<file path="config.mk">
export PLATFORM = sky130hd
export DESIGN_NAME = demux_scan_sequencer
export DESIGN_NICKNAME = d
export VERILOG_FILES = /design/src/rtl/demux_scan_sequencer.sv
export SDC_FILE = /design/constraint.sdc
export NUM_CORES = 1
export LEC_CHECK = 0
export BUFFER_PORTS_ARGS = -buffer_cell sky130_fd_sc_hd__buf_2
export CORE_MARGIN = 2
export CORE_UTILIZATION = 55
export CTS_CLUSTER_DIAMETER = 120
export DETAILED_ROUTE_END_ITERATION = 10
export GPL_TIMING_DRIVEN = 1
export PLACE_DENSITY = 0.77
export SYNTH_ARGS = -nofsm -noshare
export SYNTH_HDL_FRONTEND = slang
export SYNTH_SLANG_ARGS = --single-unit
</file>
<file path="constraint.sdc">
create_clock -name clk -period 2.3 [get_ports clk]
set_clock_uncertainty 0.2 [all_clocks]
set_input_delay 0.575 -clock clk [delete_from_list [all_inputs] [get_ports clk]]
set_output_delay 0.575 -clock clk [all_outputs]
set_load 0.02 [all_outputs]
</file>
<file path="src/rtl/demux_scan_sequencer.sv">
// demux_scan_sequencer
//   Upstream driver for a 1-to-N demultiplexer. It accepts one N-bit word over
//   a valid/ready handshake. It then steps the demux select through the
//   channels and holds each channel for DWELL clocks. While the select equals i,
//   the data line carries bit i of the accepted word.
//
//   Optional build macro: DEMUX_SCAN_SKIP_ZERO_EN
//     When defined, only channels whose latched bit is 1 are visited, in
//     ascending order, and D is 1 throughout the scan. An all-zero word goes
//     straight to DONE.
//
// Parameters
//   SEL_W : select width; channel count N = 2**SEL_W
//   DWELL : clocks per channel slot, 1..255
//
// Ports
//   clk      : clock, all state on the rising edge
//   rst      : synchronous active-high reset
//   in_valid : upstream word available
//   in_ready : word can be accepted this cycle (registered)
//   in_data  : word to scan out; bit i goes to channel i
//   D        : demux data line (registered)
//   S        : demux select (registered)
//   busy     : high while a word is being scanned
//   done     : one-cycle pulse after the last channel slot
module demux_scan_sequencer #(
  parameter int SEL_W = 3,
  parameter int DWELL = 1
) (
  input  logic                   clk,
  input  logic                   rst,
  input  logic                   in_valid,
  output logic                   in_ready,
  input  logic [(1<<SEL_W)-1:0]  in_data,
  output logic                   D,
  output logic [SEL_W-1:0]       S,
  output logic                   busy,
  output logic                   done
);

  localparam int N = 1 << SEL_W;
  localparam logic [7:0] DWELL_M1 = 8'(DWELL - 1);

  if (DWELL < 1 || DWELL > 255) begin : g_bad_dwell
    $error("demux_scan_sequencer: DWELL must be in 1..255");
  end

  typedef enum logic [1:0] {IDLE, SCAN, DONE} state_t;

  state_t         state_q;
  logic [7:0]     cnt_q;
  // Normal build: the bits still to be presented, shifted so that bit 0 is next.
  // Skip build: the set bits still to visit.
  logic [N-1:0]   sh_q;
  logic           slot_end_d;

  assign slot_end_d = (cnt_q == DWELL_M1);

`ifdef DEMUX_SCAN_SKIP_ZERO_EN
  localparam logic [N-1:0] ONE = 1;

  // Index of the lowest set bit. The caller guarantees that v is non-zero.
  function automatic logic [SEL_W-1:0] lsb_idx(input logic [N-1:0] v);
    lsb_idx = '0;
    for (int i = N - 1; i >= 0; i--)
      if (v[i]) lsb_idx = SEL_W'(i);
  endfunction
`endif

  always_ff @(posedge clk) begin
    if (rst) begin
      state_q  <= IDLE;
      cnt_q    <= '0;
      sh_q     <= '0;
      D        <= 1'b0;
      S        <= '0;
      busy     <= 1'b0;
      done     <= 1'b0;
      in_ready <= 1'b1;
    end else begin
      case (state_q)
        IDLE: begin
          if (in_valid) begin
            cnt_q    <= '0;
            in_ready <= 1'b0;
`ifdef DEMUX_SCAN_SKIP_ZERO_EN
            if (in_data == '0) begin
              // Nothing to visit, so skip SCAN entirely.
              state_q <= DONE;
              done    <= 1'b1;
            end else begin
              state_q <= SCAN;
              busy    <= 1'b1;
              D       <= 1'b1;
              S       <= lsb_idx(in_data);
              sh_q    <= in_data & (in_data - ONE);  // drop the bit being shown
            end
`else
            state_q <= SCAN;
            busy    <= 1'b1;
            S       <= '0;
            D       <= in_data[0];
            sh_q    <= in_data >> 1;
`endif
          end
        end

        SCAN: begin
          if (slot_end_d) begin
            cnt_q <= '0;
`ifdef DEMUX_SCAN_SKIP_ZERO_EN
            if (sh_q == '0) begin
`else
            if (&S) begin
`endif
              state_q <= DONE;
              busy    <= 1'b0;
              done    <= 1'b1;
              D       <= 1'b0;
              S       <= '0;
            end else begin
`ifdef DEMUX_SCAN_SKIP_ZERO_EN
              S    <= lsb_idx(sh_q);
              sh_q <= sh_q & (sh_q - ONE);
`else
              S    <= S + 1'b1;
              D    <= sh_q[0];
              sh_q <= sh_q >> 1;
`endif
            end
          end else begin
            cnt_q <= cnt_q + 8'd1;
          end
        end

        DONE: begin
          state_q  <= IDLE;
          done     <= 1'b0;
          in_ready <= 1'b1;
        end

        default: begin
          state_q  <= IDLE;
          busy     <= 1'b0;
          done     <= 1'b0;
          in_ready <= 1'b1;
          D        <= 1'b0;
          S        <= '0;
        end
      endcase
    end
  end

endmodule
</file>
# Word level (Yosys, flattened, before mapping)
# Cells that the tools add are included.
# Widths: inputs -> output; s select.
op_classes:
  addsub: 2
  eq_ne: 6
  n_mux: 28
  bitwise: 3
  n_reduce_logical: 11
ops:
  columns: ["op", "n"]
  rows:
  - ["$mux 8", 5]
  - ["$pmux 8 s2", 2]
  - ["$reduce_and 3->1", 4]
  - ["$mux 1", 9]
  - ["$mux 3", 3]
  - ["$pmux 3 s3", 1]
  - ["$add 8x1->8 const B", 1]
  - ["$logic_not 8->1", 1]
  - ["$ne 2x2->1 const B", 4]
  - ["$reduce_and 4->1", 2]
  - ["$mux 2", 3]
  - ["$pmux 1 s3", 2]
  - ["$pmux 1 s2", 2]
  - ["$pmux 2 s2", 1]
  - ["$reduce_and 2->1", 2]
  - ["$add 3x1->3 const B", 1]
  - ["$not 1->1", 3]
  - ["$eq 2x1->1 const B", 1]
  - ["$eq 2x2->1 const B", 1]
  - ["$logic_not 2->1", 1]
  - ["$reduce_bool 2->1", 1]
totals:
  regBits: 25
  input_bits: 11
  output_inout_bits: 7
  word_cells: 58

# Depth between registers and ports, before layout
logic_depth:
  depth_word: 4
  ltp_mapped: 7
  mapped_depth_nobuf: 6

# Least setup slack after synthesis
# OpenSTA, ideal clock, no wires.
synth_path:
  path_type: "reg-to-reg"
  startpoint: "register S[0]"
  endpoint: "register sh_q[0]"
  arrival_ns: 1.637
  required_ns: 2.021
  slack_ns: 0.384
  path_stages_with_launch: 8
  n_path_buf: 1
  period_less_slack_ns: 1.916
  cell_sequence: "dfxtp_1 -> ha_1 -> ha_1 -> inv_1 -> a41o_2 -> and2_4 -> buf_6 -> a211oi_2"
synth_via:
  elab_chain_cells: 3
synth_lines:
  columns: ["item", "line", "rtl"]
  rows:
  - ["from (decl)", "36", "output logic [SEL_W-1:0] S,"]
  - ["from (signal assigned)", "126", "S <= S + 1'b1;"]
  - ["$reduce_and 3->1", "114", "if (&S) begin"]
  - ["$ne 2x2->1 (no source line)", null, null]
  - ["$reduce_and 4->1 (no source line)", null, null]
  - ["to (signal assigned)", "103", "sh_q <= in_data >> 1;"]
  - ["to (signal assigned)", "128", "sh_q <= sh_q >> 1;"]
  - ["to (decl)", "54", "logic [N-1:0] sh_q;"]
# Every way passes these cells.
# A chain may end at the register's enable or synchronous reset.

# Worst setup path in the final report
layout_path:
  startpoint: "register cnt_q[0]"
  endpoint: "register S[0]"
layout_via:
  elab_chain_cells: 3
layout_lines:
  columns: ["item", "line", "rtl"]
  rows:
  - ["from (decl)", "51", "logic [7:0] cnt_q;"]
  - ["from (signal assigned)", "132", "cnt_q <= cnt_q + 8'd1;"]
  - ["$logic_not 8->1", "57", "assign slot_end_d = (cnt_q == DWELL_M1);"]
  - ["$ne 2x2->1 (no source line)", null, null]
  - ["$reduce_and 3->1 (no source line)", null, null]
# Every way passes these cells.

==> results.tsv <==
stage	metric	value	unit
status	status	complete, no violations	
cts	Max Root-Sink Buffers	2	
floorplanning	Die Y	51.6	microns
timing	fin. max-slew vios	0	
cts	Post-CTS Setup Bufs	0	
cts	TritonCTS clock tree	built	
cts	clk sinks	24	
placement	port bufs	17	
cts	Num CTS Buffers	3	
yosys	EDFF count, synth	0	
worst_setup_path	CP max FO	6	
worst_setup_path	CP Depth	6	
yosys	cell taking the most area after synthesis	dfxtp_1	
final_layout	post-route cell area	1380	sq um
yosys	post-synth top area share	38.5	%
timing	final setup violation count	0	
global_route	initial antenna violation count	0	
routing	routed vias	1006	
worst_setup_path	Worst setup SP type	flop	
routing	Iteration-0 DRC Markers	16	
global_route	gr usage total	20.7	%
yosys	Main synth FF type	dfxtp_1	
yosys	Seq/Total Area, Yosys	38.5	%
floorplanning	core outline area	2170	sq um
cts	cts-stage hold buffer count	0	
timing	post-layout minimum cycle time	1.88	ns
floorplanning	FP Rows	17	
final_layout	fillers	201	
pwr	Pleak	0.000560	uW
worst_setup_path	Setup crit end kind	flop	
routing	vias per cell	5.82	
pwr	P per Cell Area	636	nW/um^2
global_route	first-pass GRT wire length	4120	microns
worst_setup_path	R2R Path Start	cnt_q[0]	
worst_setup_path	CP startpoint	cnt_q[0]	
pwr	Peak VDD IR	0.000463	V
global_route	grt total ovfl	0	
yosys	Area contributors post-synth	dfxtp_1 (39%), a211oi_2 (6.0%), a21oi_1 (4.8%)	
worst_setup_path	FF-to-FF path depth	6	
routing	Antenna Nets Post-Route	0	
routing	DRC viols	0	
worst_setup_path	flop-to-flop setup slack	0.42	ns
global_route	vias in the first global route	961	
worst_setup_path	critical path buffer and inverter count	1	
worst_setup_path	delay of the slowest cell on the worst path	0.38	ns
floorplanning	die area	2670	sq um
worst_setup_path	critical path cell sequence	inv_1 -> ha_1 -> nor4b_4 -> and2_2 -> o22ai_2 -> a32o_1	
routing	first-pass detailed-route iteration total	4	
yosys	synthesized area	1250	sq um
timing	PnR worst setup slack	0.424	ns
yosys	Post-Syn Nets	142	
hold_path	hold crit path type	flop to flop	
yosys	Synth warnings	0	
final_layout	Final nets	161	
job	Max Cap Viol	0	
worst_setup_path	Critical Path RT	2.32	ns
placement	DP HPWL	1800	microns
yosys	top post-synthesis cells by count	dfxtp_1 (24), a21oi_1 (12), nor2_1 (8)	
yosys	Post-synth ARST share	0	%
routing	Wirelength per Cell	14.1	microns
cts	H-tree depth	1	
floorplanning	Starting Density	57.5	%
yosys	Yosys reg bits	24	
timing	crit share post-route	81.6	%
yosys	top-count cell post-synth	dfxtp_1	
worst_setup_path	crit path to	S[0]	
cts	post-cts gate resize count	0	
yosys	Synth Area per Inst	9.82	sq um
final_layout	ant diodes	0	
hold_path	worst hold start	D	
timing	Max transition margin	72.7	%
yosys	Netlist cell types	43	
cts	root buffer cell	clkbuf_4	
worst_setup_path	Worst Setup Path Type	flop to flop	
floorplanning	Die W	51.6	microns
yosys	Synth Instances	127	
cts	Clock Pin Slew Worst Setup and Hold Paths	0.13	ns
worst_setup_path	CP arrival	1.90	ns
worst_setup_path	family with the most delay on the worst path	simple AND/OR/NAND/NOR gates	
pwr	total power	879	uW
cts	worst-skew pair later-pin latency	0.31	ns
timing	final hold viol count	0	
final_layout	share of cells above drive strength 1	29.0	%
placement	pre-CTS WS	0.365	ns
global_route	largest net degree at the start of global routing	16	
worst_setup_path	R2R Path End	S[0]	
placement	Post-DP Area	1330	sq um
final_layout	P&R area growth vs syn	10.8	%
timing	RSZ-0062 raised after global routing	no	
timing	TNS Setup	0	ns
floorplanning	io pins	18	
placement	RePlAce Congestion	0.814	
timing	Max Clock Freq	533	MHz
routing	Post-Route WL	2430	microns
timing	Least-Margin Pin Slew	0.405	ns
worst_setup_path	slowest stage cell, crit path	dfxtp_1	
## routing by layer
layer  up-vias  track usage (%)  share of wire [%]
li1        510                -                  -
met1       482             25.9                 46
met2        12             35.3                 52
met3         2             2.59                2.0
met4         0             10.1               0.70
met5         -                0                  0
## per-stage QoR
step | util, % | cells | hold slack, ns
2_1_floorplan | - | 127 | 0.247
3_3_place_gp | 61.3 | 169 | 0.265
3_5_place_dp | 61.3 | 169 | 0.273
4_1_cts | 63.7 | 173 | 0.301
5_1_grt | 63.7 | 173 | 0.333
6_report | 63.7 | 173 | 0.304
## layout make-up
type                            instances  area (sq um)  area share (%)
Clock inverter                          1          30.0            2.17
Sequential cell                        24           480            34.8
Tap cell                               28          35.0            2.53
Timing Repair Buffer                   19           100            7.24
Multi-Input combinational cell         92           692            50.0
Inverter                                6          22.5            1.63
Clock buffer                            3          22.5            1.63
## logic make-up (layout without fill, tap and decap cells)
family,after synthesis,count (layout),share of synthesized area (%)
fa+ha+maj,4,4,4.01
compound gates,43,43,26.4
flops,24,24,38.5
xor+xnor,2,2,1.40
mux,7,7,5.72
simple gates,36,36,18.0
buf+inv,11,29,6.02
## flip-flops by register name, indices dropped and copies added (netlist names)
signal,flops
S,3
state_q,2
sh_q,7
busy,1
D,1
in_ready,1
done,1
cnt_q,8
## report_power, final
group          internal, uW  switching [uW]
clock network           176             127
registers               437            16.1
logic                  55.3            66.8
total                   669             210
## placed cells by master (no fill, tap or decap), drive strengths merged, types with 2 or more instances in the layout
master  Yosys  final
and2b       2      2
nand2b      3      3
nand3       3      3
nor3        2      2
a32o        3      3
a22o        2      2
clkbuf      1      3
o21ai       4      4
nor2b       2      2
o22ai       2      2
xnor2       2      2
a31oi       6      6
nor2        8      8
nand2       6      6
buf         4     19
ha          4      4
and3        2      2
dfxtp      24     24
mux2i       6      6
a211oi      8      8
inv         5      5
nand4       2      2
a21oi      13     13
and2        2      2
## how the worst min path moves through the flow
stage,endpoint,slack [ns],depth (start not counted)
CTS,sh_q[6],0.30,2
detailed placement,D,0.27,1
floorplan,sh_q[6],0.25,2
global placement,D,0.27,1
global route,D,0.33,1
finish,D,0.30,1
(Power assumes the default switching activity.)
